--- src/rtl/sound_pkg.sv ---
// Shared types and helpers for the halfwave PWM output stage.
package sound_pkg;

   localparam int SAMPLE_W = 8;
   localparam int VOL_W    = 4;

   typedef enum logic [1:0] {S_OFF, S_POS, S_NEG, S_DEAD} pwm_state_t;
   typedef enum logic [1:0] {POL_OFF, POL_POS, POL_NEG} pol_t;

   // Gain of (vol+1)/16; the 12-bit product cannot overflow for 8-bit mag.
   function automatic logic [SAMPLE_W-1:0] scale_duty(input logic [SAMPLE_W-1:0] mag,
                                                      input logic [VOL_W-1:0]    vol);
      logic [11:0] prod;
      prod = 12'(mag) * (12'(vol) + 12'd1);
      return prod[11:4];
   endfunction

endpackage

--- src/rtl/pwm_deadtime_fsm.sv ---
// Leg-select FSM with break-before-make dead time on direct POS<->NEG reversals.
// State registered; new targets accepted only on load, no backpressure.
module pwm_deadtime_fsm
   import sound_pkg::*;
#(
   parameter int CNT_W    = 8,
   parameter int DEADTIME = 8
) (
   input  logic       clk,
   input  logic       reset,
   input  logic       enable,
   input  logic       load,
   input  pol_t       target,
   output pwm_state_t state
);

   localparam logic [CNT_W-1:0] DEAD_LOAD = CNT_W'(DEADTIME - 1);

   pwm_state_t       state_nxt;
   logic [CNT_W-1:0] dead_cnt, dead_nxt;
   pol_t             tgt, tgt_nxt;

   function automatic pwm_state_t pol_state(input pol_t p);
      case (p)
         POL_POS: return S_POS;
         POL_NEG: return S_NEG;
         default: return S_OFF;
      endcase
   endfunction

   always_ff @(posedge clk) begin
      if (reset) begin
         state    <= S_OFF;
         dead_cnt <= '0;
         tgt      <= POL_OFF;
      end else begin
         state    <= state_nxt;
         dead_cnt <= dead_nxt;
         tgt      <= tgt_nxt;
      end
   end

   always_comb begin
      state_nxt = state;
      dead_nxt  = dead_cnt;
      tgt_nxt   = tgt;
      if (!enable) begin
         state_nxt = S_OFF;
         dead_nxt  = '0;
         tgt_nxt   = POL_OFF;
      end else begin
         case (state)
            S_OFF, S_POS, S_NEG: begin
               if (load) begin
                  if ((state == S_POS && target == POL_NEG) ||
                      (state == S_NEG && target == POL_POS)) begin
                     state_nxt = S_DEAD;
                     dead_nxt  = DEAD_LOAD;
                     tgt_nxt   = target;
                  end else begin
                     state_nxt = pol_state(target);
                  end
               end
            end
            S_DEAD: begin
               // Re-targeting keeps the running dead time unless it flips polarity again.
               if (load)
                  tgt_nxt = target;
               if (load && ((tgt == POL_POS && target == POL_NEG) ||
                            (tgt == POL_NEG && target == POL_POS)))
                  dead_nxt = DEAD_LOAD;
               else if (dead_cnt == '0)
                  state_nxt = pol_state(tgt_nxt);
               else
                  dead_nxt = dead_cnt - CNT_W'(1);
            end
            default: state_nxt = S_OFF;
         endcase
      end
   end

endmodule

--- src/rtl/halfwave_pwm_out.sv ---
// Halfwave magnitude to two-leg PWM: samples latch on period boundaries, scaled by volume.
// Outputs registered one clock after cnt/state; inputs are strobed, no backpressure (overrun flags loss).
module halfwave_pwm_out
   import sound_pkg::*;
#(
   parameter int PWM_BITS = 8,
   parameter int DEADTIME = 8
) (
   input  logic                clk,
   input  logic                reset,
   input  logic [SAMPLE_W-1:0] pos_in,
   input  logic [SAMPLE_W-1:0] neg_in,
   input  logic                sample_stb,
   input  logic [VOL_W-1:0]    volume,
   input  logic                enable,
   output logic                pwm_p,
   output logic                pwm_n,
   output logic                period_stb,
   output logic                overrun,
   output logic                fault
);

   localparam int CMP_W = (PWM_BITS > SAMPLE_W) ? PWM_BITS : SAMPLE_W;
   localparam logic [PWM_BITS-1:0] CNT_MAX = '1;

   logic [PWM_BITS-1:0] cnt;
   logic [SAMPLE_W-1:0] pend_pos, pend_neg, duty_act, load_mag;
   logic                pending_valid, boundary, load, duty_on;
   pol_t                load_pol;
   pwm_state_t          state;

   assign boundary = (cnt == CNT_MAX);
   assign load     = enable && boundary && pending_valid;
   assign duty_on  = CMP_W'(cnt) < CMP_W'(duty_act);

   always_comb begin
      load_pol = POL_OFF;
      load_mag = '0;
      if (pend_pos != '0 && pend_neg == '0) begin
         load_pol = POL_POS;
         load_mag = pend_pos;
      end else if (pend_neg != '0 && pend_pos == '0) begin
         load_pol = POL_NEG;
         load_mag = pend_neg;
      end
   end

   always_ff @(posedge clk) begin
      if (reset) begin
         cnt           <= '0;
         pend_pos      <= '0;
         pend_neg      <= '0;
         pending_valid <= 1'b0;
         duty_act      <= '0;
         period_stb    <= 1'b0;
         overrun       <= 1'b0;
         fault         <= 1'b0;
         pwm_p         <= 1'b0;
         pwm_n         <= 1'b0;
      end else begin
         cnt        <= cnt + PWM_BITS'(1);
         period_stb <= boundary;
         overrun    <= 1'b0;
         fault      <= 1'b0;
         if (!enable) begin
            pending_valid <= 1'b0;
         end else begin
            if (load) begin
               duty_act      <= scale_duty(load_mag, volume);
               fault         <= (pend_pos != '0) && (pend_neg != '0);
               pending_valid <= 1'b0;
            end
            // A strobe on the boundary edge queues behind the value being applied.
            if (sample_stb) begin
               pend_pos      <= pos_in;
               pend_neg      <= neg_in;
               pending_valid <= 1'b1;
               overrun       <= pending_valid && !boundary;
            end
         end
         pwm_p <= enable && (state == S_POS) && duty_on;
         pwm_n <= enable && (state == S_NEG) && duty_on;
      end
   end

   pwm_deadtime_fsm #(
      .CNT_W    (PWM_BITS),
      .DEADTIME (DEADTIME)
   ) u_fsm (
      .clk    (clk),
      .reset  (reset),
      .enable (enable),
      .load   (load),
      .target (load_pol),
      .state  (state)
   );

endmodule

--- config.mk ---
export PLATFORM = sky130hd
export DESIGN_NAME = halfwave_pwm_out
export DESIGN_NICKNAME = d
export VERILOG_FILES = /design/src/rtl/sound_pkg.sv /design/src/rtl/pwm_deadtime_fsm.sv /design/src/rtl/halfwave_pwm_out.sv
export SDC_FILE = /design/constraint.sdc
export NUM_CORES = 1
export LEC_CHECK = 0
export ABC_AREA = 0
export CAP_MARGIN = 30
export CORE_UTILIZATION = 29
export DETAILED_ROUTE_END_ITERATION = 10
export PLACE_DENSITY = 0.54
export SETUP_SLACK_MARGIN = 0.3
export SLEW_MARGIN = 5
export SYNTH_ARGS = -nofsm -noshare
export SYNTH_HDL_FRONTEND = slang
export SYNTH_HIERARCHICAL = 1
export SYNTH_SLANG_ARGS = --single-unit
--- constraint.sdc ---
create_clock -name clk -period 8 [get_ports clk]
set_input_delay 1.6 -clock clk [delete_from_list [all_inputs] [get_ports clk]]
set_output_delay 1.6 -clock clk [all_outputs]
set_load 0.005 [all_outputs]
==> metrics, run 1 <==
setup repair after global routing missed its margin no; maximum number of pins on one net before global-route repair 35; number of placed instances, taps included 642; mean instance size in the synthesized netlist 8.19 sq um; wire length of the first global-routing pass 14300 microns; count of endpoints failing hold in the final timing report 0; Worst Max-Slew Pin Slew 0.936 ns; setup slack on the worst flop-to-flop path 2.99 ns; max-capacitance violation count 0; Skew-Pair Late Insertion Delay 0.30 ns; capturing point of the worst reg2reg path duty_act[7]; final WL 8380 microns; parity-gate share of the synthesized area counting xor and xnor cells 4.23%; Clock Skew 0.00719 ns; worst path cell trace clkdlybuf4s50_1, ha_1, xnor2_1, nand2b_1, fa_1, fa_1, fa_1, inv_1, ha_1, a211oi_1, o21ai_1, a211oi_1, o21ai_1, xnor2_1, o21ai_1; Layout Area Growth over Synthesis 15.9%; CTS Hold Buffers Added 0; largest area contributor in the netlist dfxtp_1; CTS clock-pin slew for the worst setup and hold paths 0.07 ns; initial detailed-routing violation count 127; clock buffers created by TritonCTS 5; floorplan die area 13300 sq um; highest ir drop seen on vdd 89.2 uV; type of the most critical hold path reg2reg; number of cell rows 41; adder-cell share of the synthesized area 18.3%; maximum buffer depth of the clock tree 2; Gate power share 19.0%; Ports 29; layout cells sized above 1 6.28%; post-layout net count 546; main combinational cell family by area after synthesis simple AND/OR/NAND/NOR gates; horizontal die dimension 115 microns; Seq cells post-synth 50; Pwr Density 138 nW/um^2; number of antenna diodes 0; number of standard cells in the final layout excluding fillers 650; register share of total power 43.5%; Leak Pwr 1.63 nW; share of total power consumed by net switching 29.6%; final-layout worst hold slack 0.454 ns; endpoint arrival time on the critical path 6.14 ns; number of vias after detailed routing 3225; largest incremental delay on the critical path 0.57 ns; CTS tree yes; detailed placement HPWL 6710 microns; shortest clock period the worst path allows after layout 5.96 ns; fraction of synthesized area in multiplexers 0.269%; outcome finished, final reports clean; critical path type in2reg; total gr overflow 0; Psw 0.177 mW; post-route fraction of the period consumed by the critical path 74.5%; endpoint of the worst hold-timing path duty_act[4]; Critical Path RT 8.18 ns; Clock Power Share 37.5%; worst setup path startpoint volume[0]; worst-path fanout max 10; First-pass DRT Iterations 4; count of filler cells inserted in the layout 1329; I/O Buffers 28; Initial Util 29.7%; via count of the first global-routing pass 2998; EDFF count, synth 0; fraction of the yosys area taken by sequential cells 26.9%; library cell with the highest instance count after synthesis nand2_1; total setup buffers inserted after CTS 0; unique cell type count in the Yosys netlist 63; kind of end point of the critical path flop; number of nets with antenna violations after routing 0; clock root cell clkbuf_16; Max Freq 0.168 GHz; R2R depth 15; number of warnings issued by yosys 6; setup-violating endpoint count in the final report 0; max_slew headroom 37.1%; kind of launch point of the worst setup path input port; gp weighted congestion 0.862; simple-gate share of the synthesized area 29.0%; number of cells upsized or downsized after cts 0; clock sink total 50; proportion of synthesized flip-flops having asynchronous set or reset 0%; most frequent cells after synthesis 62 x nand2_1, 50 x dfxtp_1, 39 x nor2_1, 30 x a21oi_1, 30 x inv_1; synthesized area 3730 sq um; GR Util All Layers 13.5%; compound-cell area share of the yosys netlist 16.5%; cell count after synthesis 455; dominant cells by area after synthesis dfxtp_1 27%, ha_1 9.7%, fa_1 8.6%; top cell type's share of synthesized area 26.9%; DRC Markers 0; Mapped Nets 524; Max H-tree Level 2; Vias/cell 4.96; top flip-flop cell by instance count after synthesis dfxtp_1; final routed wire length divided by cell count 12.9 microns; origin of the critical flop-to-flop path pend_neg[0]; hold path depth 2; number of antenna violations at the first check in global routing 0; Cell Int Power 0.421 mW; overall die height 115 microns; worst hold start duty_act[4]; max-slew violation count 0; crit path max-delay cell type clkdlybuf4s50_1; Total Negative Setup Slacks 0 ns; core area 12600 sq um
## critical path, delay by kind of cell
kind | cells | cell delay (ns)
simple gates | 1 | 0.19
fa+ha+maj | 5 | 2.16
buf+inv | 2 | 0.61
compound gates | 5 | 0.94
xor+xnor | 2 | 0.63
## cells by family (layout without fill, tap and decap cells)
group           count (synthesis)  in the layout
xor+xnor                       18             18
buf+inv                        45             68
simple gates                  201            201
compound gates                 95             95
mux                             1              1
flops                          50             50
fa+ha+maj                      45             45
## how the worst max path moves through the flow
| stage | to | cells after the start | slack (ns) |
|---|---|---|---|
| global placement | duty_act[7] | 15 | 1.83 |
| global route | duty_act[7] | 15 | 1.66 |
| detailed placement | duty_act[7] | 15 | 1.73 |
| CTS | duty_act[7] | 15 | 2.01 |
| finish | duty_act[7] | 15 | 2.04 |
| floorplan | duty_act[7] | 14 | 2.79 |
## metrics by stage
| stage | power (mW) | area, sq um | setup slack, ns | util (%) |
|---|---|---|---|---|
| 2_1_floorplan | 0.347 | 3730 | 2.79 | - |
| 3_3_place_gp | 0.379 | 4170 | 1.83 | 33.2 |
| 6_report | 0.598 | 4320 | 2.04 | 34.4 |
| 3_5_place_dp | 0.380 | 4170 | 1.73 | 33.2 |
| 5_1_grt | 0.631 | 4320 | 1.66 | 34.4 |
| 4_1_cts | 0.606 | 4320 | 2.01 | 34.4 |
## registers in the layout, indices dropped and copies added (netlist names), 2 cells and up
name,flops
cnt,8
u_fsm/tgt,2
u_fsm/dead_cnt,8
pend_pos,8
u_fsm/state,2
duty_act,8
pend_neg,8
## cell type report
| type | count | area (sq um) | area share [%] |
|---|---|---|---|
| multi-input cells | 360 | 2550 | 58.9 |
| flip-flops and latches | 50 | 1000 | 23.2 |
| repair buffers | 29 | 288 | 6.66 |
| well taps | 172 | 215 | 4.98 |
| clock buffers | 5 | 125 | 2.90 |
| inverters | 31 | 116 | 2.69 |
| clock inverters | 3 | 28.8 | 0.666 |
## per-layer routing
layer	GRT usage [%]	routed length [microns]
met1	18.5	4170
met2	21.9	3850
met3	2.48	258
met4	3.03	102
met5	0	0
## placed cells by master (no fill, tap or decap), drive strengths merged, types with 2 or more instances in the layout
cell / count
a211oi: 7
a21o: 2
a21oi: 30
a22o: 4
a22oi: 6
a31oi: 6
a32oi: 2
and2: 8
and3: 3
and4: 2
and4bb: 2
clkbuf: 5
clkdlybuf4s50: 28
dfxtp: 50
fa: 16
ha: 29
inv: 33
nand2: 63
nand2b: 15
nand3: 17
nand4: 4
nand4b: 3
nor2: 41
nor2b: 9
nor3: 14
nor4: 4
o2111ai: 2
o21a: 2
o21ai: 22
or2: 4
or3: 2
or3b: 2
or4: 4
xnor2: 12
xor2: 6
## power by group through the flow
stage	clock network (mW)	registers (mW)	logic [mW]
after floorplan	0	0.264	0.0831
after global placement	0	0.266	0.113
after detailed placement	0	0.266	0.115
after CTS	0.231	0.260	0.115
after global routing	0.242	0.261	0.128
final	0.224	0.260	0.114
No activity file was read; power rests on OpenSTA's default activity.
==> inputs of run 2 (changes only) <==
- PLACE_DENSITY: 0.54 -> 0.56
- clock period: 8 -> 5.21 ns (I/O delays scaled with it)
==> run 2 against run 1 <==
- sequential share of layout area decreased by 1.2 points
- clock-buffer cell count increased by 1
- critical path depth increased by 2
- first-iteration DRC count increased by 0.79%
- via count increased by 0.65%
- die area unchanged
- non-clock buffer count increased by 15
- core utilization increased by 1.8 points
- global-route usage about the same
==> metrics, run 2 (synthesis gave the netlist of run 1 again) <==
DRC Markers 0; Clock Skew 0.00579 ns; endpoint arrival time on the critical path 4.91 ns; Initial Util 29.7%; detailed placement HPWL 6780 microns; count of endpoints failing hold in the final timing report 0; Pwr Density 219 nW/um^2; maximum number of pins on one net before global-route repair 35; kind of launch point of the worst setup path input port; number of nets with antenna violations after routing 0; number of vias after detailed routing 3246; post-route fraction of the period consumed by the critical path 90.8%; GR Util All Layers 13.5%; R2R depth 16; critical path type in2reg; Leak Pwr 1.75 nW; capturing point of the worst reg2reg path duty_act[3]; origin of the critical flop-to-flop path pend_neg[3]; clock buffers created by TritonCTS 5; post-layout net count 561; horizontal die dimension 115 microns; Worst Max-Slew Pin Slew 0.746 ns; clock sink total 50; floorplan die area 13300 sq um; final WL 8580 microns; CTS tree yes; highest ir drop seen on vdd 189 uV; layout cells sized above 1 11.8%; Layout Area Growth over Synthesis 22.1%; Core Util, Final 36.2%; kind of end point of the critical path flop; number of cell rows 41; overall die height 115 microns; Critical Path RT 5.39 ns; Ports 29; setup slack on the worst flop-to-flop path 0.58 ns; Max H-tree Level 2; gp weighted congestion 0.876; hold path depth 2; First-pass DRT Iterations 5; number of standard cells in the final layout excluding fillers 665; number of antenna diodes 0; setup repair after global routing missed its margin no; CTS clock-pin slew for the worst setup and hold paths 0.07 ns; highest-count cells in the layout ignoring fill and taps 62 x nand2_1, 50 x dfxtp_1, 38 x nor2_1, 30 x inv_1, 30 x a21oi_1; most common cell after layout, fill and taps aside nand2_1; Max Freq 0.211 GHz; max_slew headroom 49.9%; type of the most critical hold path reg2reg; total setup buffers inserted after CTS 0; setup slack after layout 0.479 ns; maximum buffer depth of the clock tree 2; worst-path fanout max 4; setup-violating endpoint count in the final report 0; core area 12600 sq um; shortest clock period the worst path allows after layout 4.73 ns; clock root cell clkbuf_16; number of placed instances, taps included 656; I/O Buffers 28; wire length of the first global-routing pass 14300 microns; CTS Hold Buffers Added 0; total power 0.996 mW; max-slew violation count 0; Skew-Pair Late Insertion Delay 0.30 ns; max-capacitance violation count 0; worst hold start duty_act[1]; final routed wire length divided by cell count 12.9 microns; number of antenna violations at the first check in global routing 0; setup slack at placement -0.0491 ns; initial detailed-routing violation count 128; total gr overflow 0; Vias/cell 4.88; endpoint of the worst hold-timing path duty_act[1]; via count of the first global-routing pass 3066; outcome finished, final reports clean
-- run 2: cell count changes in the layout (fill, tap and decap cells not counted), sizes merged, moves of 2 or more --
cell,previous run,this run
dlymetal6s2s,0,2
clkdlybuf4s50,28,26
clkbuf,5,7
buf,1,15
-- run 2: layout make-up --
cell class / count / area [sq um]
Multi-Input combinational cell: 360 / 2630
Fill cell: 1313 / 8020
Timing Repair Buffer: 44 / 405
Inverter: 31 / 116
Clock inverter: 2 / 38.8
Sequential cell: 50 / 1000
Clock buffer: 6 / 139
Tap cell: 172 / 215
-- run 2: worst max-delay path, stage by stage --
cell	delay, ns
clkdlybuf4s50_1	0.49
nand3_2	0.10
xnor2_1	0.14
buf_4	0.15
and2_1	0.14
fa_1	0.46
fa_1	0.56
inv_1	0.06
fa_1	0.53
inv_1	0.05
ha_1	0.32
and3_2	0.24
o2111a_1	0.19
o221ai_1	0.11
o21ai_1	0.13
xnor2_1	0.13
o21ai_1	0.07
-- run 2: how the worst max path moves through the flow --
stage	cells past startpoint	to	slack [ns]	startpoint
5_1_grt	18	duty_act[5]	0.31	volume[2]
4_1_cts	15	duty_act[5]	0.32	volume[0]
3_3_place_gp	15	duty_act[7]	-0.01	volume[0]
3_5_place_dp	15	duty_act[7]	-0.05	volume[0]
6_report	17	duty_act[7]	0.48	volume[2]
2_1_floorplan	14	duty_act[7]	0.56	volume[0]
-- run 2: what timing repair did --
action                     CTS  global route
resized for setup            3            17
setup endpoints to repair    4             5
pin swaps                    0             2
-- run 2: layer usage --
metal / wire (microns) / share of wire, % / GRT usage, %
met4: 97 / 1.1 / 4.24
met1: 4280 / 50 / 17.9
met2: 3980 / 46 / 22.5
met5: 0 / 0 / 0
met3: 218 / 2.5 / 1.90
-- run 2: power by group --
part	switching (mW)	internal [mW]	total, mW
clock network	0.151	0.242	0.393
registers	0.00864	0.390	0.399
logic	0.112	0.0916	0.204
-- run 2: per-stage QoR --
stage | hold slack, ns | area [sq um] | TNS (ns)
floorplan | 0.425 | 3730 | 0
global placement | 0.441 | 4270 | -0.0113
detailed placement | 0.448 | 4270 | -0.0864
CTS | 0.458 | 4470 | 0
global route | 0.474 | 4550 | 0
finish | 0.456 | 4550 | 0
==> inputs of run 3 (changes only) <==
- CELL_PAD_IN_SITES_DETAIL_PLACEMENT: default -> 1
- CELL_PAD_IN_SITES_GLOBAL_PLACEMENT: default -> 1
- PLACE_DENSITY: 0.56 -> 0.68
- SYNTH_HIERARCHICAL: 1 -> default
==> run 3 against run 2 <==
- non-clock buffer count rose by 20
- first-iteration DRC count fell by 39%
- clock power fell by 13%
- power fell by 2.2%
- critical path type is now reg2reg
- critical endpoint is now duty_act[6]
- largest cell class unchanged
- highest routed layer unchanged
==> metrics, run 3 <==
outcome finished, final reports clean; type of the most critical hold path reg2reg; largest area contributor in the netlist dfxtp_1; layout cells sized above 1 18.8%; Cell Int Power 0.688 mW; most frequent cells after synthesis 67 x nand2_1, 50 x dfxtp_1, 40 x nor2_1, 37 x a21oi_1, 35 x inv_1; simple-gate share of the synthesized area 25.3%; Gate power share 23.7%; post-layout net count 557; fraction of synthesized area in multiplexers 0%; worst-path fanout max 5; area of all sequential standard cells 1010 sq um; crit path max-delay cell type or4_4; Leak Pwr 1.85 nW; Vias/cell 4.93; main combinational cell family by area after synthesis simple AND/OR/NAND/NOR gates; Layout Area Growth over Synthesis 30.1%; origin of the critical flop-to-flop path pend_pos[0]; Clock Skew 0.00948 ns; Initial Util 30.3%; Max H-tree Level 2; share of total power consumed by net switching 29.4%; wire length of the first global-routing pass 15600 microns; cell type group with the largest total delay on the critical path adder cells; parity-gate share of the synthesized area counting xor and xnor cells 6.48%; adder-cell share of the synthesized area 19.4%; top cell type's share of synthesized area 28.5%; gp weighted congestion 0.785; largest incremental delay on the critical path 0.57 ns; endpoint arrival time on the critical path 4.96 ns; max_slew headroom 56.7%; max-slew violation count 0; total gr overflow 0; detailed placement HPWL 7080 microns; proportion of synthesized flip-flops having asynchronous set or reset 0%; critical path type reg2reg; number of nets with antenna violations after routing 0; library cell with the highest instance count after synthesis nand2_1; maximum number of pins on one net before global-route repair 22; multi-input logic area 2550 sq um; register share of total power 41.1%; count of filler cells inserted in the layout 1392; compound-cell area share of the yosys netlist 15.2%; final-layout worst hold slack 0.455 ns; count of endpoints failing hold in the final timing report 0; GR Util All Layers 15.2%; Skew-Pair Late Insertion Delay 0.30 ns; endpoint of the most critical setup path duty_act[6]; dominant cells by area after synthesis dfxtp_1 28%, ha_1 10%, fa_1 9.1%; unique cell type count in the Yosys netlist 49; First-pass DRT Iterations 4; final WL 9320 microns; setup-violating endpoint count in the final report 0; setup repair after global routing missed its margin no; clock root cell clkbuf_16; number of vias after detailed routing 3117; DRC Markers 0; Clock Power Share 35.2%; hold path depth 2; via count of the first global-routing pass 3271; max-capacitance violation count 0; maximum buffer depth of the clock tree 2; setup slack at placement -0.396 ns; cell count after synthesis 430; I/O Buffers 28; top flip-flop cell by instance count after synthesis dfxtp_1; Critical Path RT 5.42 ns; core area 11600 sq um; CTS clock-pin slew for the worst setup and hold paths 0.08 ns; Pwr Density 213 nW/um^2; Ports 29; EDFF count, synth 0; number of cell rows 39; number of warnings issued by yosys 0; setup slack on the worst flop-to-flop path 0.46 ns; synthesized area 3520 sq um; Seq cells post-synth 50; kind of launch point of the worst setup path flop; clock buffers created by TritonCTS 5; setup slack after layout 0.457 ns; count of cell instances traversed by the critical path 17; overall die height 112 microns; dominant cell type by count on the critical path fa_1; shortest clock period the worst path allows after layout 4.75 ns; number of antenna violations at the first check in global routing 0; kind of end point of the critical path flop; number of antenna diodes 0; mean instance size in the synthesized netlist 8.18 sq um; post-route fraction of the period consumed by the critical path 91.2%; horizontal die dimension 112 microns; final routed wire length divided by cell count 14.7 microns; Mapped Nets 499; initial detailed-routing violation count 78; Worst Max-Slew Pin Slew 0.647 ns; worst path cell trace or4_4, nor2_4, buf_6, a22oi_2, or2_4, fa_1, fa_1, fa_1, inv_1, ha_4, a21oi_4, o21ai_2, a22o_1, a311oi_4, o21bai_1, xnor2_1, o31ai_1; worst path buffer plus inverter count 2; CTS tree yes; most common cell after layout, fill and taps aside nand2_1; worst setup path startpoint pend_pos[0]; fraction of the yosys area taken by sequential cells 28.5%; clock sink total 50; Max Freq 0.210 GHz; Psw 0.286 mW; floorplan die area 12600 sq um; highest ir drop seen on vdd 119 uV; capturing point of the worst reg2reg path duty_act[6]; R2R depth 17; highest-count cells in the layout ignoring fill and taps 67 x nand2_1, 48 x dfxtp_1, 35 x nor2_1, 34 x inv_1, 33 x a21oi_1
## run 3: cell families (layout without fill, tap and decap cells)
| group | Yosys count | in the layout |
|---|---|---|
| AND/OR/NAND/NOR | 182 | 182 |
| AO/OA/AOI/OAI | 79 | 79 |
| flip-flops | 50 | 50 |
| buffers and inverters | 48 | 107 |
| adder cells (fa/ha/maj) | 45 | 45 |
| XOR/XNOR | 26 | 26 |
## run 3: how the worst min path moves through the flow
stage                     slack (ns)           to         from
after detailed placement        0.45  duty_act[5]  duty_act[5]
after floorplan                 0.43  duty_act[2]  duty_act[2]
after CTS                       0.46  duty_act[5]  duty_act[5]
after global placement          0.45  duty_act[3]  duty_act[3]
final                           0.46  duty_act[3]  duty_act[3]
after global routing            0.48  duty_act[0]  duty_act[0]
## run 3: layer usage
layer	global-route usage (%)	wire length (microns)
met1	19.2	4260
met2	27.4	4870
met3	1.67	102
met4	4.27	85
met5	0	0
## run 3: tightest hold or removal path, cell delays in order (launching register included)
cell and delay [ns]:
dfxtp_1 0.31, nand2_1 0.05, a21oi_1 0.05
## run 3: per-stage QoR
| step | TNS, ns | std cells | power, mW | util (%) | area [sq um] |
|---|---|---|---|---|---|
| after CTS | 0 | 623 | 0.956 | 37.8 | 4390 |
| after detailed placement | -1.45 | 615 | 0.601 | 35.7 | 4150 |
| after global routing | 0 | 632 | 1.03 | 39.4 | 4570 |
| after floorplan | 0 | 430 | 0.521 | - | 3530 |
| final | 0 | 632 | 0.974 | 39.4 | 4570 |
| after global placement | -0.783 | 615 | 0.595 | 35.7 | 4150 |
## run 3: cell type report
| class | instances | share of cell area (%) |
|---|---|---|
| Multi-Input combinational cell | 332 | 55.8 |
| Sequential cell | 50 | 22.0 |
| Timing Repair Buffer | 64 | 12.0 |
| Tap cell | 143 | 3.91 |
| Inverter | 35 | 2.87 |
| Clock buffer | 5 | 2.74 |
| Clock inverter | 3 | 0.629 |
## run 3: timing repair
item / CTS / global route
hold buffers: 0 / 0
endpoints found under the setup margin: 5 / 4
buffers inserted: 0 / 9
gates cloned: 0 / 0
hold endpoints to repair: 0 / 0
pin swaps: 10 / 24
gates resized for setup: 17 / 38
## run 3: power by group through the flow
stage               clock (mW)  sequential, mW  combinational, mW
finish                   0.343           0.400              0.231
detailed placement           0           0.409              0.192
CTS                      0.352           0.400              0.204
global route             0.370           0.402              0.255
floorplan                    0           0.406              0.116
global placement             0           0.408              0.187
